[config.mk]
export PLATFORM = sky130hd
export DESIGN_NAME = hazard_ctrl
export DESIGN_NICKNAME = d
export VERILOG_FILES = /design/src/rtl/hazard_ctrl.sv
export SDC_FILE = /design/constraint.sdc
export NUM_CORES = 1
export LEC_CHECK = 0
export BUFFER_PORTS_ARGS = -buffer_cell sky130_fd_sc_hd__buf_4
export CAP_MARGIN = 0
export CORE_MARGIN = 2
export CORE_UTILIZATION = 40
export DETAILED_ROUTE_END_ITERATION = 6
export GPL_ROUTABILITY_DRIVEN = 0
export PLACE_DENSITY = 0.72
export SYNTH_ARGS = -nofsm -noshare
export SYNTH_HDL_FRONTEND = slang
export SYNTH_SLANG_ARGS = --single-unit
[constraint.sdc]
create_clock -name clk -period 1.75 [get_ports clk]
set_input_delay 0.35 -clock clk [delete_from_list [all_inputs] [get_ports clk]]
set_output_delay 0.35 -clock clk [all_outputs]
set_load 0.1 [all_outputs]
[src/rtl/hazard_ctrl.sv]
// Pipeline hazard controller: load-use bubbles, branch flushes, data-memory wait/timeout, forwarding.
// Optional perf counters (stallCycles, flushCount) are built when HAZ_CTRL_PERF_EN is defined.
module hazard_ctrl #(
   parameter int unsigned REG_BITS    = 5,
   parameter int unsigned MEM_TIMEOUT = 64
) (
   input  logic                clk,
   input  logic                reset,
   input  logic [REG_BITS-1:0] idRs,
   input  logic [REG_BITS-1:0] idRt,
   input  logic                idUsesRt,
   input  logic [REG_BITS-1:0] exRs,
   input  logic [REG_BITS-1:0] exRt,
   input  logic [REG_BITS-1:0] exRd,
   input  logic                exRegWrite,
   input  logic                exMemRead,
   input  logic [REG_BITS-1:0] memRd,
   input  logic                memRegWrite,
   input  logic [REG_BITS-1:0] wbRd,
   input  logic                wbRegWrite,
   input  logic                branchTaken,
   input  logic                memReq,
   input  logic                memReady,
   output logic                stallIF,
   output logic                stallID,
   output logic                stallEX,
   output logic                stallMEM,
   output logic                flushID,
   output logic                flushEX,
   output logic [1:0]          fwdA,
   output logic [1:0]          fwdB,
   output logic                memErr
`ifdef HAZ_CTRL_PERF_EN
   ,
   output logic [31:0]         stallCycles,
   output logic [15:0]         flushCount
`endif
);

   localparam int unsigned CntW = $clog2(MEM_TIMEOUT + 1);

   typedef enum logic [1:0] {StRun, StMemWait, StErr} state_e;

   state_e              state_q, state_d;
   logic [CntW-1:0]     wait_cnt_q, wait_cnt_d;
   logic                mem_err_q, mem_err_d;

   logic                load_use;
   logic                stall_all, stall_lu, flush_id, flush_ex;

   function automatic logic [1:0] fwd_sel(input logic [REG_BITS-1:0] src);
      if (memRegWrite && (memRd != '0) && (memRd == src)) begin
         return 2'b01;
      end else if (wbRegWrite && (wbRd != '0) && (wbRd == src)) begin
         return 2'b10;
      end
      return 2'b00;
   endfunction

   assign load_use = exMemRead && exRegWrite && (exRd != '0) &&
                     ((exRd == idRs) || (idUsesRt && (exRd == idRt)));

   always_comb begin
      state_d    = state_q;
      wait_cnt_d = wait_cnt_q;
      stall_all  = 1'b0;
      stall_lu   = 1'b0;
      flush_id   = 1'b0;
      flush_ex   = 1'b0;
      unique case (state_q)
         StRun: begin
            if (memReq && !memReady) begin
               stall_all  = 1'b1;
               state_d    = StMemWait;
               wait_cnt_d = CntW'(1);
            end else if (branchTaken) begin
               flush_id = 1'b1;
               flush_ex = 1'b1;
            end else if (load_use) begin
               stall_lu = 1'b1;
               flush_ex = 1'b1;
            end
         end
         StMemWait: begin
            if (memReady) begin
               state_d    = StRun;
               wait_cnt_d = '0;
            end else begin
               stall_all = 1'b1;
               if (wait_cnt_q == CntW'(MEM_TIMEOUT)) begin
                  state_d = StErr;
               end else begin
                  wait_cnt_d = wait_cnt_q + 1'b1;
               end
            end
         end
         StErr: begin
            stall_all = 1'b1;
         end
         default: begin
            state_d    = StRun;
            wait_cnt_d = '0;
         end
      endcase
      mem_err_d = (state_d == StErr);
   end

   // Every output is held low while reset is asserted.
   always_comb begin
      stallIF  = reset & (stall_all | stall_lu);
      stallID  = reset & (stall_all | stall_lu);
      stallEX  = reset & stall_all;
      stallMEM = reset & stall_all;
      flushID  = reset & flush_id;
      flushEX  = reset & flush_ex;
      fwdA     = reset ? fwd_sel(exRs) : 2'b00;
      fwdB     = reset ? fwd_sel(exRt) : 2'b00;
      memErr   = reset & mem_err_q;
   end

   always_ff @(posedge clk) begin
      if (!reset) begin
         state_q    <= StRun;
         wait_cnt_q <= '0;
         mem_err_q  <= 1'b0;
      end else begin
         state_q    <= state_d;
         wait_cnt_q <= wait_cnt_d;
         mem_err_q  <= mem_err_d;
      end
   end

`ifdef HAZ_CTRL_PERF_EN
   logic [31:0] stall_cycles_q;
   logic [15:0] flush_count_q;

   always_ff @(posedge clk) begin
      if (!reset) begin
         stall_cycles_q <= '0;
         flush_count_q  <= '0;
      end else begin
         if (stallIF && (stall_cycles_q != '1)) begin
            stall_cycles_q <= stall_cycles_q + 32'd1;
         end
         if ((flushID || flushEX) && (flush_count_q != '1)) begin
            flush_count_q <= flush_count_q + 16'd1;
         end
      end
   end

   assign stallCycles = stall_cycles_q;
   assign flushCount  = flush_count_q;
`endif

endmodule

* Yosys cells after proc, flatten, opt, wreduce, memory -nomap -nowiden
Index checks and enable logic that the tools add are counted.
** Operators by class
- Add/subtract/negate cells :: 1
- $mul :: 0
- Divide/modulo/power cells :: 0
- Order comparisons :: 0
- Eq/ne operators :: 12
- Shift-type cells :: 0
- Mux-type cells :: 33
- Bitwise gates (word level) :: 7
- Reductions and logical operators :: 18
** Operators with widths (count)
- 5-bit == test :: 6
- 2-bit two-way mux :: 11
- 7-bit two-way mux :: 3
- 7-bit case mux with 3 select lines :: 1
- 1-bit two-way mux :: 16
- 5-bit nonzero test :: 3
- 1-bit logical AND :: 11
- 7-bit by 1-bit adder with 7-bit output (second input constant) :: 1
- 7-bit == test (second input constant) :: 1
- 2-bit case mux with 3 select lines :: 1
- 1-bit bitwise AND :: 5
- 2-bit == test (second input constant) :: 2
- 3-bit != test (second input constant) :: 1
- 1-bit case mux with 3 select lines :: 1
- 3-bit AND reduction :: 1
- 2-bit by 1-bit == test with 1-bit output (second input constant) :: 1
- 2-bit logical NOT :: 1
- 2-bit != test (second input constant) :: 1
- 1-bit logical NOT :: 1
- 1-bit logical OR :: 1
- 1-bit NOT :: 1
- 1-bit bitwise OR :: 1
** Storage, ports and cells
- Register bits :: 10
- Latch bits :: 0
- Memory bits (writable) :: 0
- Bits in read-only memories :: 0
- Bits of input ports :: 45
- Output and inout bits :: 11
- Word-level logic and storage cells :: 74
- Memories :: 0

* Depth between registers and ports, before layout
Gate-level depths: netlist (run 1).
- Depth in word-level cells :: 10
- Gate-level depth with buffers :: 6

* Least setup slack after synthesis (run 1)
Ideal clock, no wire load.
- Path kind :: input to output
- Start point :: in exRd[4]
- End point :: out stallIF
- Arrival :: 3811 ps
- Slack :: -2411 ps
- Stages on the path :: 5
- Path buffers :: 1
- Cell sequence :: xor2_1 -> nor4_1 -> a32oi_1 -> o31ai_1 -> buf_4
** Between the ends
- Word-level cells in the longest chain between the ends :: 10
- Elaborated cells between the ends (all ways) :: 13
- Classes of those cells :: eq/ne (2); mux (4); bitwise (2); reduce/logical (5)
** Ends and longest elaborated chain
- start: declaration :: RTL line 14 : input logic [REG_BITS-1:0] exRd,
- 5-bit == test :: RTL line 61 : ((exRd == idRs) || (idUsesRt && (exRd == idRt)));
- 1-bit logical AND :: RTL line 61
- 1-bit logical OR :: RTL line 61
- 1-bit logical AND (*) :: RTL line 60 : assign load_use = exMemRead && exRegWrite && (exRd != '0) &&
- 1-bit two-way mux (*) :: RTL line 79 : end else if (load_use) begin
- 1-bit two-way mux (*) :: RTL line 76 : end else if (branchTaken) begin
- 1-bit two-way mux (*) :: RTL line 72 : if (memReq && !memReady) begin
- 1-bit two-way mux (*) :: RTL line 70 : unique case (state_q)
- 1-bit bitwise OR (*)
- 1-bit bitwise AND (*)
- end: declaration :: RTL line 24 : output logic stallIF,
Mark *: on every way between the ends. The rest lies on a longest branch, timed or not.

* Final worst setup path (run 1)
- Start point :: reg state_q[1]
- End point :: out stallID
** Between the ends
- Word-level cells in the longest chain between the ends :: 4
- Elaborated cells between the ends (all ways) :: 7
- Classes of those cells :: eq/ne (2); mux (2); bitwise (2); reduce/logical (1)
** Ends and longest elaborated chain
- start: declaration :: RTL line 44 : state_e state_q, state_d;
- start signal: assignment :: RTL line 123 : state_q <= StRun;
- start signal: assignment :: RTL line 127 : state_q <= state_d;
- 2-bit == test, or another cell as far along :: RTL line 70
- 1-bit case mux with 3 select lines / 1-bit two-way mux (equally long branches) :: RTL line 70
- 1-bit bitwise OR (*) :: RTL line 111 : stallID = reset & (stall_all | stall_lu);
- 1-bit bitwise AND (*) :: RTL line 111
- end: declaration :: RTL line 25 : output logic stallID,
Marked as above.

==> metrics.md, run 1 <==
| Metric | Value |
|---|---|
| Status | `finished with violations` |
| Failing checks | `negative setup slack` |
| Fin. max-slew vios | `0` |
| Crit-path slowest cell | `o31ai_4` |
| DRT iter0 DRCs | `52` |
| Psw | `0.302 mW` |
| Synthesized area | `a little under 1000 um2` |
| Drt via density | `5.34` |
| Vias in the first global route | `1282` |
| CP max FO | `2` |
| Core area | `2410 um2` |
| Fillers | `~130` |
| Global Route Usage Sum | `27.1%` |
| Largest family of logic cells by synthesized area | `simple AND/OR/NAND/NOR gates` |
| Layout cells sized above 1 | `approximately 55%` |
| Worst min path class | `primary input to flip-flop` |
| CTS tree | `done` |
| Post-synth cell types | `35` |
| Final-stage net count | `about 260` |
| Syn avg cell area | `8.03 um2` |
| Number of iterations in the first detailed-routing pass | `4` |
| Post-Route WL | `3.79 mm` |
| Initial antenna violation count | `0` |
| Cells after Synth | `about 120` |
| Met2 Routed Length | `between 2 and 2.5 mm` |
| Core Util, Final | `just over 80%` |
| CP Capture Type | `output port` |
| Area leader, netlist | `xor2_1` |
| Area share of fa/ha/maj cells after synthesis | `2.53%` |
| Net switching fraction of the power | `between 30 and 40%` |
| Final setup violation count | `8` |
| Rel. slew slack | `approximately two thirds` |
| Clock power frac | `19.2%` |
| Fin area | `2000 um2` |
| #FFs+latches synth | `10` |
| Die H | `53.7 um` |
| Inserted Clock Buffers | `3` |
| CP arrival | `1.73 ns` |
| Top routing layer in use | `met4` |
| FF+latch area | `203 um2` |
| Dpl cell area | `approximately 1700 um2` |
| Slew @ Worst Pin | `0.472 ns` |
| Wire length on met1 | `between 1 and 1.5 mm` |
| CTS clk-pin slew, worst paths | `0.06 ns` |
| Max Freq | `481 MHz` |
| Share of the synthesized area in the top cell type | `20.4%` |
| Power Dens Cells | `414 nW/um2` |
| Max incr delay on CP | `0.35 ns` |
| Clock Sinks | `10` |
| CTS Root Buffer Type | `clkbuf_4` |
| DP HPWL | `2.58 mm` |
| Top post-synthesis cells by area | `xor2_1, dfxtp_1, xnor2_1, and2_1, nor2_1` |
| VDD IR max | `293 uV` |
| Fin Clk Skew | `0.00143 ns` |
| Largest net degree at the start of global routing | `8` |
| Congestion Overflow GR | `0` |
| Final Cycle Share | `119%` |
| Yosys warnings | `0` |
| Hold Buf Count CTS | `0` |
| CTS Buffer Depth | `2` |
| Most common cell after layout, fill and taps aside | `buf_4` |
| First-pass GRT wire length | `5.60 mm` |
| Sequential-to-total area share from yosys stat | `20.3%` |
| Setup TNS | `-2.00 ns` |
| Seq pwr share | `28.8%` |
| Most frequent cells in the layout | `buf_4, xor2_1, buf_12` |
| Multi-input gate area | `932 um2` |
| Die area | `2880 um2` |
| Pleak | `about 0.85 nW` |
| Routed Antenna Nets | `0` |
| Setup WS post-layout | `-0.328 ns` |
| Required time of the critical path | `~1.4 ns` |
| Chip width | `53.7 um` |
| Htree depth | `1` |
| Post-Synth XOR/XNOR Area | `28.4%` |
| Post-Syn Nets | `170` |
| Row cnt | `18` |
| Total power | `0.828 mW` |
| RSZ-0062 raised after global routing | `true` |
| Wirelength per Cell | `15.9 um` |
| Type of origin of the critical path | `flip-flop` |
| IO Port Bufs | `between 50 and 60` |
| Final Hold Violating Endpoints | `0` |
| Internal power | `0.527 mW` |
| Met3 WL | `between 150 and 200 um` |
| Crit Path Class | `flip-flop to output port` |
| Place WS | `-0.361 ns` |
| Area Growth Syn to Fin | `103%` |
| Worst-Skew Late Latency | `0.27 ns` |
| Max-cap violations | `0` |
| Diodes inserted | `0` |
| Starting Density | `41.0%` |
| Fraction of the mapped netlist area in simple logic gates | `30.3%` |
| Multiplexer area fraction after synthesis | `0%` |
| Compound-Gate Fraction of Synth Area | `14.2%` |
| Vias | `1272` |
| Fin crit period | `around 2.1 ns` |
| Remaining DRCs | `0` |
| Worst-path cell chain | `a2111oi_4 -> nand4_1 -> o31ai_4 -> buf_12` |
| Combinational group share of total power | `a little over half` |
| IO Count | `56` |
[what timing repair did]
action | in CTS | in global routing
gates resized for setup | 43 | 14
pin swaps | 12 | 7
setup endpoints to repair | 10 | 11
hold endpoints to repair | 0 | 0
buffers inserted | 1 | 1
[Yosys cell counts]
master,number
a2111oi_2,1
a21o_1,1
a21oi_1,5
a32oi_1,1
and2_1,6
and3_1,2
and4_1,1
buf_2,1
buf_4,2
dfxtp_1,10
ha_1,2
inv_1,6
nand2_1,2
nand3_1,5
nand4_1,4
nand4b_1,1
nor2_1,8
nor2_2,1
nor2b_1,1
nor3_1,5
nor3b_1,1
nor3b_4,1
nor4_1,4
nor4_2,1
o211ai_1,3
o21ai_0,5
o21ai_1,1
o21ai_2,1
o21bai_1,1
o31ai_1,2
or2_1,1
or3_1,1
or4_1,4
xnor2_1,9
xor2_1,23
[logic make-up after synthesis]
group | Yosys count
AND/OR/NAND/NOR | 49
buffers and inverters | 9
AO/OA/AOI/OAI | 21
XOR/XNOR | 32
adder cells (fa/ha/maj) | 2
flip-flops | 10
[stage by stage]
| step | std cells | hold slack, ns |
|---|---|---|
| finish | 238 | 0.511 |
| global route | 238 | 0.525 |
| detailed placement | 233 | 0.510 |
| global placement | 233 | 0.497 |
| floorplan | 123 | 0.475 |
| CTS | 237 | 0.499 |
[sequential cells by signal, indices dropped and copies added (netlist names)]
name,cells
wait_cnt_q,7
state_q,2
mem_err_q,1
[per-layer routing]
metal / GRT usage, % / up-vias
li1: - / 610
met1: 31.2 / 588
met2: 48.0 / 65
met3: 3.06 / 9
met4: 15.4 / 0
met5: 0 / -
[critical path: cells and delay by family, from the launching register on]
| kind | cells | cell delay [ns] |
|---|---|---|
| compound gates | 2 | 0.66 |
| flops | 1 | 0.34 |
| simple gates | 1 | 0.23 |
| buf+inv | 1 | 0.22 |
[power by group through the flow]
stage / Clock, mW / Sequential (mW) / Combinational (mW)
final: 0.159 / 0.238 / 0.431
after global routing: 0.176 / 0.238 / 0.452
after CTS: 0.160 / 0.237 / 0.398
after detailed placement: 0 / 0.242 / 0.349
after global placement: 0 / 0.241 / 0.342
after floorplan: 0 / 0.239 / 0.177
[final timing paths]
| check | end | startpoint | slack, ns | cells after the start |
|---|---|---|---|---|
| worst max-delay path | stallID | state_q[1] | -0.33 | 4 |
| worst min-delay path | state_q[0] | reset | 0.51 | 3 |
| worst max register to register | wait_cnt_q[0] | state_q[0] | 0.09 | 5 |
| worst min register to register | wait_cnt_q[3] | wait_cnt_q[3] | 0.52 | 2 |
[area by class of cell]
class / instances / share of cell area, %
multi-input cells: 104 / 46.6
repair buffers: 85 / 39.0
well taps: 30 / 1.88
flip-flops and latches: 10 / 10.1
inverters: 6 / 1.25
clock buffers: 3 / 1.13
Note: power is estimated with default switching activity, not from simulation.
==> run 2, diff against run 1 <==
PLACE_DENSITY = 0.73   (was 0.72)
SLEW_MARGIN = 20   (was unset)
==> run 2 against run 1 <==
The run still ends with negative setup slack left. Routed wire length up 10%. Sequential share of layout area about the same. Non-clock buffer count unchanged. Sequential cell count unchanged. First-iteration DRC count is 19% lower. Clock-buffer cell count rose by 1. Setup slack lost 0.028 ns. Critical path depth increased by 2. Fmax fell by 1.3%. Clock skew increased by 0.0063 ns. Register-to-register slack improved by 0.09 ns. Combinational power hardly changed. Critical path type is now primary input to output port.
==> metrics.md, run 2 (synthesized netlist as in run 1, its figures left out) <==
| Metric | Value |
|---|---|
| Status | `finished with violations` |
| Failing checks | `negative setup slack` |
| CP Capture Type | `output port` |
| Wirelength per Cell | `17.5 um (+9.8%)` |
| Chip width | `53.7 um (unchanged)` |
| Clock Sinks | `10 (unchanged)` |
| Max incr delay on CP | `0.37 ns (+0.02 ns)` |
| Place WS | `-0.390 ns (-0.0291 ns)` |
| Remaining DRCs | `0 (unchanged)` |
| Hold Path Depth | `3 (unchanged)` |
| Crit Path Class | `primary input to output port` |
| CP max FO | `2 (unchanged)` |
| Vias | `1320 (+3.8%)` |
| Final setup violation count | `10 (+2)` |
| Fin crit period | `2.11 ns (+0.0282 ns)` |
| Die area | `2880 um2 (unchanged)` |
| Rel. slew slack | `63.9% (-4.3 points)` |
| Worst-Skew Late Latency | `0.27 ns (about the same)` |
| CTS clk-pin slew, worst paths | `0.08 ns (+0.02 ns)` |
| Initial antenna violation count | `0 (unchanged)` |
| VDD IR max | `426 uV (+45%)` |
| Htree depth | `1 (unchanged)` |
| Required time of the critical path | `1.40 ns (about the same)` |
| Die H | `53.7 um (unchanged)` |
| Inserted Clock Buffers | `3 (unchanged)` |
| Max FFs per register | `7 (unchanged)` |
| Max-cap violations | `0 (unchanged)` |
| Post-Route WL | `4.18 mm (+10%)` |
| Worst min path class | `primary input to flip-flop` |
| Global Route Usage Sum | `29.5% (+2.4 points)` |
| Final Hold Violating Endpoints | `0 (unchanged)` |
| Row cnt | `18 (unchanged)` |
| Diodes inserted | `0 (unchanged)` |
| WP depth | `6 (+2)` |
| Starting Density | `41.0% (unchanged)` |
| Fin Clk Skew | `0.00777 ns (+0.00634 ns)` |
| Routed Antenna Nets | `0 (unchanged)` |
| DRT iter0 DRCs | `42 (-19%)` |
| First-pass GRT wire length | `6.04 mm (+7.9%)` |
| Most common cell after layout, fill and taps aside | `buf_4` |
| Final Cycle Share | `120% (+1.6 points)` |
| Type of origin of the critical path | `primary input` |
| Worst-path cell chain | `buf_4 -> xor2_1 -> nor4_2 -> a32oi_2 -> o31ai_4 -> buf_12` |
| Core area | `2410 um2 (unchanged)` |
| Dpl cell area | `1680 um2 (-0.44%)` |
| Area Growth Syn to Fin | `102%` |
| Fin. max-slew vios | `0 (unchanged)` |
| Largest net degree at the start of global routing | `8 (unchanged)` |
| Max Freq | `475 MHz (-1.3%)` |
| Most flops, register | `wait_cnt_q` |
| Fin area | `2000 um2 (-0.19%)` |
| RSZ-0062 raised after global routing | `true` |
| Slew @ Worst Pin | `0.536 ns (+0.0645 ns)` |
| CTS Root Buffer Type | `clkbuf_4` |
| Pleak | `0.855 nW (+0.69%)` |
| Leading registers by flop count | `wait_cnt_q: 7 flops, state_q: 2 flops, mem_err_q: 1 flops` |
| CP arrival | `1.76 ns (+0.03 ns)` |
| R2R cell count | `5 (unchanged)` |
| Power Dens Cells | `443 nW/um2 (+6.9%)` |
| Drt via density | `5.52 (+3.3%)` |
| DP HPWL | `2.66 mm (+3.0%)` |
| CP Buf/Inv Count | `2 (+1)` |
| Final-stage net count | `257 (unchanged)` |
| CTS Buffer Depth | `2 (unchanged)` |
| Congestion Overflow GR | `0 (unchanged)` |
| Fillers | `143 (+11%)` |
| Crit-path slowest cell | `o31ai_4` |
| IO Port Bufs | `55 (unchanged)` |
| Vias in the first global route | `1286 (+0.31%)` |
| Top Family by Delay on Critical Path | `compound AO/OA/AOI/OAI gates` |
| Layout cells sized above 1 | `55.5% (+0.21 points)` |
| CTS tree | `done` |
| Setup WS post-layout | `-0.357 ns (-0.0282 ns)` |
| Most frequent cells in the layout | `buf_4, xor2_1, buf_6` |
| IO Count | `56 (unchanged)` |
| Number of iterations in the first detailed-routing pass | `4 (unchanged)` |
-- run 2: changes by cell type in the layout (fill, tap and decap cells not counted), sizes merged --
cell,previous run,this run
clkbuf,3,4
-- run 2: layer usage --
metal  wire, um  vias to the layer above  track usage [%]
li1           -                      612                -
met2       2260                       69             54.1
met4         80                        0             14.1
met5          0                        -                0
met1       1630                      630             32.9
met3        202                        9             4.17
-- run 2: report_power, final --
group | switching, mW | internal (mW) | total [mW]
registers | 0.00599 | 0.231 | 0.237
clock network | 0.0914 | 0.127 | 0.218
logic | 0.218 | 0.210 | 0.429
total | 0.316 | 0.568 | 0.884
-- run 2: cell type report --
class,count,area [um2],area share [%]
sequential,10,201,10.1
inverter,6,25.0,1.25
multi-input combinational,104,905,45.3
clock buffer,4,36.3,1.82
timing repair buffer,85,792,39.7
tap,30,37.5,1.88
-- run 2: per-stage QoR --
step | hold slack [ns] | power, mW | utilization, % | instances | setup TNS [ns]
after floorplan | 0.475 | 0.416 | - | 123 | -2.97
final | 0.515 | 0.884 | 82.9 | 239 | -2.29
after CTS | 0.494 | 0.850 | 80.7 | 238 | -1.84
after global routing | 0.510 | 0.920 | 82.9 | 239 | -2.87
after detailed placement | 0.508 | 0.591 | 69.8 | 232 | -2.50
after global placement | 0.497 | 0.580 | 69.8 | 232 | -2.09
-- run 2: final timing paths --
check / startpoint / slack [ns] / to
worst max-delay path: exRd[2] / -0.36 / stallID
worst min-delay path: reset / 0.52 / state_q[0]
worst max register to register: state_q[1] / 0.18 / wait_cnt_q[3]
worst min register to register: wait_cnt_q[3] / 0.52 / wait_cnt_q[3]
-- run 2: tightest hold or removal path, cell delays in order --
cell and delay, ns:
buf_4 0.10, buf_4 0.15, and3_1 0.16
-- run 2: what timing repair did --
| item | CTS | global route |
|---|---|---|
| hold buffers | 0 | 0 |
| endpoints found under the setup margin | 10 | 13 |
| setup buffers | 2 | 1 |
| resized for setup | 46 | 9 |
| pin swaps | 12 | 5 |
==> run 3, diff against run 2 <==
CORE_MARGIN = unset   (was 2)
==> run 3 against run 2 <==
The run still ends with negative setup slack left. Final cell count is 1.3% lower. Routed wire length is 1.9% lower. Via count is 0.98% lower. Register-to-register slack hardly changed. Sequential cell count stayed put. Power hardly changed. Combinational power hardly changed. Largest cell class unchanged. Largest power group unchanged. Highest routed layer unchanged.
==> metrics.md, run 3 (synthesized netlist as in run 1, its figures left out) <==
| Metric | Value |
|---|---|
| DP HPWL | `2.58 mm (-3.0%)` |
| Congestion Overflow GR | `0 (unchanged)` |
| Die area | `2670 um2 (-7.3%)` |
| Fin Clk Skew | `0.000991 ns (-0.00678 ns)` |
| Power Dens Cells | `444 nW/um2 (+0.20%)` |
| Core Util, Final | `87.5% (+4.7 points)` |
| Layout cells sized above 1 | `54.3% (-1.2 points)` |
| CTS clk-pin slew, worst paths | `0.07 ns (about the same)` |
| DRT iter0 DRCs | `44 (+4.8%)` |
| Layout Cells excl Fill | `236 (-1.3%)` |
| Max-cap violations | `0 (unchanged)` |
| Drt via density | `5.54 (+0.27%)` |
| Status | `finished with violations` |
| Most common cell after layout, fill and taps aside | `buf_4` |
| Leading registers by flop count | `wait_cnt_q: 7 flops, state_q: 2 flops, mem_err_q: 1 flops` |
| Vias | `1307 (-0.98%)` |
| Number of iterations in the first detailed-routing pass | `4 (unchanged)` |
| Core area | `2280 um2 (-5.6%)` |
| Type of origin of the critical path | `primary input` |
| CP Capture Type | `output port` |
| First-pass GRT wire length | `5.66 mm (-6.2%)` |
| Worst min path class | `flip-flop to flip-flop` |
| Rel. slew slack | `69.2% (+5.2 points)` |
| Area Growth Syn to Fin | `102%` |
| Post-Route WL | `4.10 mm (-1.9%)` |
| Fin crit period | `2.06 ns (-0.0420 ns)` |
| Initial antenna violation count | `0 (unchanged)` |
| CTS Buffer Depth | `2 (unchanged)` |
| Failing checks | `negative setup slack` |
| CP arrival | `1.71 ns (-0.05 ns)` |
| Required time of the critical path | `1.40 ns (about the same)` |
| Crit Path Class | `primary input to output port` |
| VDD IR max | `443 uV (+4.0%)` |
| CTS Root Buffer Type | `clkbuf_4` |
| Starting Density | `43.4% (+2.4 points)` |
| Die H | `51.7 um (-3.7%)` |
| Max FFs per register | `7 (unchanged)` |
| Final-stage net count | `256 (-0.39%)` |
| Global Route Usage Sum | `28.8% (-0.70 points)` |
| Most frequent cells in the layout | `buf_4, xor2_1, buf_6` |
| CP max FO | `2 (unchanged)` |
| Fin. max-slew vios | `0 (unchanged)` |
| Worst-Skew Late Latency | `0.27 ns (about the same)` |
| IO Count | `56 (unchanged)` |
| Setup WS post-layout | `-0.315 ns (+0.0420 ns)` |
| Inserted Clock Buffers | `3 (unchanged)` |
| Flop2flop setup slack | `0.17 ns (about the same)` |
| Max Freq | `484 MHz (+2.0%)` |
| IO Port Bufs | `55 (unchanged)` |
| Routed Antenna Nets | `0 (unchanged)` |
| Htree depth | `1 (unchanged)` |
| CTS tree | `done` |
| Remaining DRCs | `0 (unchanged)` |
| Most flops, register | `wait_cnt_q` |
| Hold Buf Count CTS | `0 (unchanged)` |
| Final Cycle Share | `118% (-2.4 points)` |
| Pleak | `0.851 nW (-0.47%)` |
| Chip width | `51.7 um (-3.7%)` |
| Row cnt | `17 (-1)` |
| Largest net degree at the start of global routing | `8 (unchanged)` |
| RSZ-0062 raised after global routing | `true` |
| Wirelength per Cell | `17.4 um (-0.67%)` |
| Final setup violation count | `7 (-3)` |
| Vias in the first global route | `1326 (+3.1%)` |
| Fillers | `119 (-17%)` |
| Diodes inserted | `0 (unchanged)` |
| Final Hold Violating Endpoints | `0 (unchanged)` |
| Placed insts | `231 (-0.43%)` |
| Clock Sinks | `10 (unchanged)` |
| Slew @ Worst Pin | `0.460 ns (-0.0769 ns)` |
run 3: per-layer routing:
| metal | track usage, % | routed length (um) |
|---|---|---|
| met5 | 0 | 0 |
| met4 | 10.8 | 76 |
| met3 | 4.09 | 186 |
| met2 | 55.2 | 2270 |
| met1 | 31.4 | 1570 |
run 3: repair_timing:
| action | CTS | global route |
|---|---|---|
| endpoints found under the hold margin | 0 | 0 |
| pin swaps | 13 | 7 |
| gates resized for setup | 43 | 11 |
| buffers inserted | 0 | 1 |
| gates cloned | 0 | 0 |
| setup endpoints to repair | 10 | 10 |
run 3: power by group:
part           switching [mW]  internal [mW]  total [mW]
sequential            0.00614          0.232       0.238
combinational           0.221          0.210       0.431
clock                  0.0883          0.127       0.215
run 3: area by class of cell:
type                    instances  area, um2  share of cell area (%)
multi-input cells             104        922                    46.3
inverters                       6       25.0                    1.26
clock buffers                   4       36.3                    1.82
repair buffers                 84        771                    38.7
well taps                      28       35.0                    1.76
flip-flops and latches         10        203                    10.2
run 3: path summary, 6_finish.rpt:
path,from,endpoint,cells after the start
min reg2reg,wait_cnt_q[3],wait_cnt_q[3],2
min,wait_cnt_q[3],wait_cnt_q[3],2
max reg2reg,state_q[0],wait_cnt_q[0],5
max,idRt[0],stallID,6
run 3: metrics by stage:
step	total power, mW	cell area (um2)	hold WS [ns]	setup WS, ns	TNS [ns]
after floorplan	0.416	1070	0.475	-0.799	-2.97
after global placement	0.582	1690	0.498	-0.346	-2.09
after detailed placement	0.592	1690	0.502	-0.356	-2.24
after CTS	0.846	1930	0.498	-0.313	-1.81
after global routing	0.919	1990	0.524	-0.388	-2.31
final	0.884	1990	0.515	-0.315	-1.97
run 3: worst max-delay path, cell delays in order:
cell     delay, ns
buf_6         0.09
xor2_1        0.15
nor4_1        0.30
a32oi_1       0.22
o31ai_4       0.38
buf_12        0.22
